--- config.mk ---
export PLATFORM = sky130hd
export DESIGN_NAME = cbus_arbiter
export DESIGN_NICKNAME = d
export VERILOG_FILES = /design/src/rtl/cbus_arbiter.sv
export SDC_FILE = /design/constraint.sdc
export NUM_CORES = 1
export LEC_CHECK = 0
export ABC_AREA = 1
export BUFFER_PORTS_ARGS = -buffer_cell sky130_fd_sc_hd__buf_2
export CAP_MARGIN = 30
export CORE_AREA = 5 5 121 123
export DETAILED_ROUTE_END_ITERATION = 10
export DIE_AREA = 0 0 126 128
export SETUP_SLACK_MARGIN = 0.15
export SYNTH_ARGS = -nofsm -noshare
export SYNTH_HDL_FRONTEND = slang
export SYNTH_SLANG_ARGS = --single-unit
--- constraint.sdc ---
create_clock -name clk -period 1.5 [get_ports clk]
set_clock_uncertainty 0.05 [all_clocks]
set_input_delay 0 -clock clk [delete_from_list [all_inputs] [get_ports clk]]
set_output_delay 0 -clock clk [all_outputs]
set_load 0.02 [all_outputs]
--- src/rtl/cbus_arbiter.sv ---
// Round-robin arbiter sharing one downstream cbus port among NUM_PORTS requesters.
// A grant is held from arbitration until the response beat flagged last is accepted.

package cbus_pkg;

    typedef struct packed {
        logic        valid;
        logic        write;
        logic [3:0]  be;
        logic [31:0] addr;
        logic [31:0] wdata;
    } cbus_req_t;

    typedef struct packed {
        logic        ready;
        logic        last;
        logic [31:0] data;
    } cbus_resp_t;

endpackage

module cbus_arbiter
    import cbus_pkg::*;
#(
    parameter int NUM_PORTS = 2,
    parameter int IDX_W     = $clog2(NUM_PORTS)
) (
    input  logic             clk,
    input  logic             reset,
    input  cbus_req_t        ireqs  [NUM_PORTS],
    output cbus_resp_t       iresps [NUM_PORTS],
    output cbus_req_t        oreq,
    input  cbus_resp_t       oresp,
    output logic             busy,
    output logic [IDX_W-1:0] grant_idx
);

    typedef enum logic {
        IDLE = 1'b0,
        BUSY = 1'b1
    } state_t;

    state_t           state;
    logic [IDX_W-1:0] last;
    logic             pick_valid;
    logic [IDX_W-1:0] pick_idx;
    logic             done;

    // Scan from the farthest offset down so the nearest valid port after `last` wins.
    always_comb begin
        pick_valid = 1'b0;
        pick_idx   = '0;
        for (int k = NUM_PORTS; k >= 1; k--) begin
            if (ireqs[(int'(last) + k) % NUM_PORTS].valid) begin
                pick_valid = 1'b1;
                pick_idx   = IDX_W'((int'(last) + k) % NUM_PORTS);
            end
        end
    end

    assign done = oresp.ready && oresp.last;

    always_ff @(posedge clk) begin
        if (!reset) begin
            state     <= IDLE;
            last      <= IDX_W'(NUM_PORTS - 1);
            grant_idx <= '0;
            busy      <= 1'b0;
        end else begin
            case (state)
                IDLE: begin
                    if (pick_valid) begin
                        state     <= BUSY;
                        grant_idx <= pick_idx;
                        busy      <= 1'b1;
                    end
                end
                BUSY: begin
                    if (done) begin
                        state <= IDLE;
                        last  <= grant_idx;
                        busy  <= 1'b0;
                    end
                end
                default: begin
                    state <= IDLE;
                    busy  <= 1'b0;
                end
            endcase
        end
    end

    // Only the granted port is connected; everything else sees an all-zero bus.
    always_comb begin
        oreq = '0;
        for (int j = 0; j < NUM_PORTS; j++) begin
            iresps[j] = '0;
        end
        if (busy) begin
            oreq              = ireqs[grant_idx];
            iresps[grant_idx] = oresp;
        end
    end

endmodule

==> impl_results.md <==
* Number of buffers and inverters on the critical path at 4
* Fmax at 659.0 MHz
* Filler cells at 1338
* Vias in the first global route at roughly 3600
* Most common cell after layout, fill and taps aside: buf_2
* CP max-delay cell: dfxtp_4
* Layout cells sized above 1 at 0.7274
* FF-to-FF Start: grant_idx
* Final min period at 1.517 ns
* FF+latch count, synth at 4
* Fin cells at 866
* Cell accounting for the most synthesized area: inv_1
* Crit path largest cell delay at 0.35 ns
* Initial antenna violation count at 0
* Tcrit/Tclk final at 1.012
* Mux cell area share after synthesis at 0
* IO Pins at 316
* Total grt overflow at 0
* Routed Wire Length at 14370 um
* Status: finished with violations
* Layout area overhead at 248.8%
* Worst VDD drop at 0.3175 mV
* ANT nets after route at 0
* Fin. Hold Viols at 0
* RSZ-0062 raised after global routing: yes
* Crit Path Category: register to output port
* Yosys top cell area share at 0.2415
* Hold_sp: oresp[32]
* Largest cells by area after synthesis: inv_1, nand3_1, nor2_1
* Hold Crit Depth at 3
* FF-to-FF setup slack at about 0.40 ns
* Synth Area in Simple Gates at 0.3905
* Core Footprint at 13560 sq um
* Worst Path Required at 1.45 ns
* Root buf cell: clkbuf_16
* CP Launch Type: register
* Routed len/inst at 16.60 um
* Clock sink count at 4
* CTS tree: done
* CTS Buf Count at 3
* Synthesized area at 1663 sq um
* Hold Path Class: input port to register
* Final-report setup violation count at 4
* Number of max-cap violations at 0
* Die Area at 16130 sq um
* Via count at 3689
* Max Transition Viols Final at 0
* Worst r2r path cells at 4
* Synth Area in Adders at 0
* Failing checks: setup timing
* GRT Util Overall at 0.1417
* Crit-path max FO at 5
* Worst-Margin Slew at 0.2205 ns
* Final worst setup slack at -0.01737 ns
* Total power draw at 2.594 mW
* P_leak at between 2 and 3 nW
* Number of diodes at 0
* Routability cong. at 0.8865
* First-pass GRT wire length at 18350 um
* Htree depth at 1
* Cell Rows at 43
* Worst rel slew slack at 0.8515
* Ys Warns at 0
* DIE WIDTH at 126 um
* Clock Pin Slew Worst Setup and Hold Paths at 0.03 ns
* Clk Latency, worst-skew pair at 0.22 ns
* Critical path data arrival time at 1.47 ns
* Pwr dens at between 400 and 500 nW/um^2
* DRC viols at 0
* Family with the most delay on the worst path: buffers and inverters
* Placed Instances at 840
* Detailed placement HPWL at 9240 um
* Initial DRC Count at 76
* Largest net degree at the start of global routing at 47
* Crit end category: output port
* Mapped Avg Cell Area at 4.581 sq um
* Die height at 128 um
* Xor and xnor area share after synthesis at 0
* Synth unique cells at 17
* Clock buffer depth at 2
* Fin nets at ~860
* Register area share after synthesis at 0.04816
* Starting Density at 0.1226
* Place WS at between 0.1 and 0.15 ns
* Drt via density at 4.260
* RR Endpoint: last
* CP Cell Sequence: inv_4 -> or2_4 -> buf_12 -> buf_16 -> o21ai_4 -> buf_6
* Mapped Nets at approximately 540
* Cell count after synthesis at roughly 360
* WHS Endpoint: last
* CP startpoint: busy
* Compound-Gate Fraction of Synth Area at 0.2242
* Detailed Routing Iterations Pass 1 at 4
* Largest family of logic cells by synthesized area: simple AND/OR/NAND/NOR gates
* Commonest non-fill, non-tap cells in the layout: buf_2, buf_6, inv_1
* Port bufs at ~320
-- flip-flops by register name (all words and copies together) (netlist names) --
name and cells:
busy 1, grant_idx 1, state 1, last 1
-- repair_timing --
action	in CTS	in global routing
pin swaps	1	17
gates resized for setup	183	201
buffers inserted	6	3
hold endpoints to repair	2	0
hold buffers	1	0
setup endpoints to repair	133	127
cloned	5	8
-- report_power, final --
| group | switching [mW] | total, mW | internal (mW) |
|---|---|---|---|
| Sequential | 0.00823 | 0.123 | 0.115 |
| Clock | 0.0755 | 0.416 | 0.341 |
| Combinational | 1.08 | 2.06 | 0.972 |
| Total | 1.17 | 2.59 | 1.43 |
-- cell type report --
class                      count  area (sq um)  area share
sequential                     4         87.58     0.01510
clock buffer                   3         75.07     0.01294
inverter                     108         407.9     0.07033
multi-input combinational    223          1982      0.3417
timing repair buffer         348          3022      0.5210
tap                          180         225.2     0.03883
-- worst max-delay path by stage --
stage | cells after the start | to
floorplan | 5 | iresps[34]
global placement | 5 | oreq[38]
CTS | 5 | oreq[38]
finish | 6 | oreq[11]
global route | 6 | oreq[11]
detailed placement | 5 | oreq[38]
-- kinds of logic (layout without fill, tap and decap cells) --
| kind of cell | after synthesis | count (layout) |
|---|---|---|
| AO/OA/AOI/OAI | 74 | 74 |
| buffers and inverters | 138 | 459 |
| flip-flops | 4 | 4 |
| AND/OR/NAND/NOR | 147 | 149 |
-- cell usage after synthesis --
cell and number:
clkbuf_1 20, buf_2 4, o21ai_0 45, a31oi_1 1, o22ai_1 1, nand4_1 1
or2_4 1, a21oi_1 2, nand3_1 72, o21ai_1 25, buf_4 2, dfxtp_1 4
buf_6 4, inv_1 107, nor2_1 68, nand2_1 5, inv_2 1
-- routing by layer --
metal  vias up  share of wire  routed length [um]  global-route usage
li1       1761              -                   -                   -
met1      1694           0.34                4907              0.1487
met2       204           0.55                7867              0.2676
met3        30          0.075                1078             0.03583
met4         0          0.036                 519             0.05931
met5         -              0                   0                   0
-- worst min-delay path, delay by kind of cell --
kind,cells,cell delay (ns)
buffers and inverters,1,0.11
AND/OR/NAND/NOR,2,0.15
-- stage by stage --
stage | instance area [sq um] | hold WS [ns] | utilization | TNS [ns]
2_1_floorplan | 2185 | 0.03499 | - | 0
3_3_place_gp | 3973 | 0.1762 | 0.2930 | 0
3_5_place_dp | 3973 | 0.1873 | 0.2930 | 0
4_1_cts | 4825 | 0.01119 | 0.3559 | -0.4054
5_1_grt | 5799 | 0.06546 | 0.4277 | -0.5379
6_report | 5799 | 0.02007 | 0.4277 | -0.02765
Power figures use the tool's default switching activity.
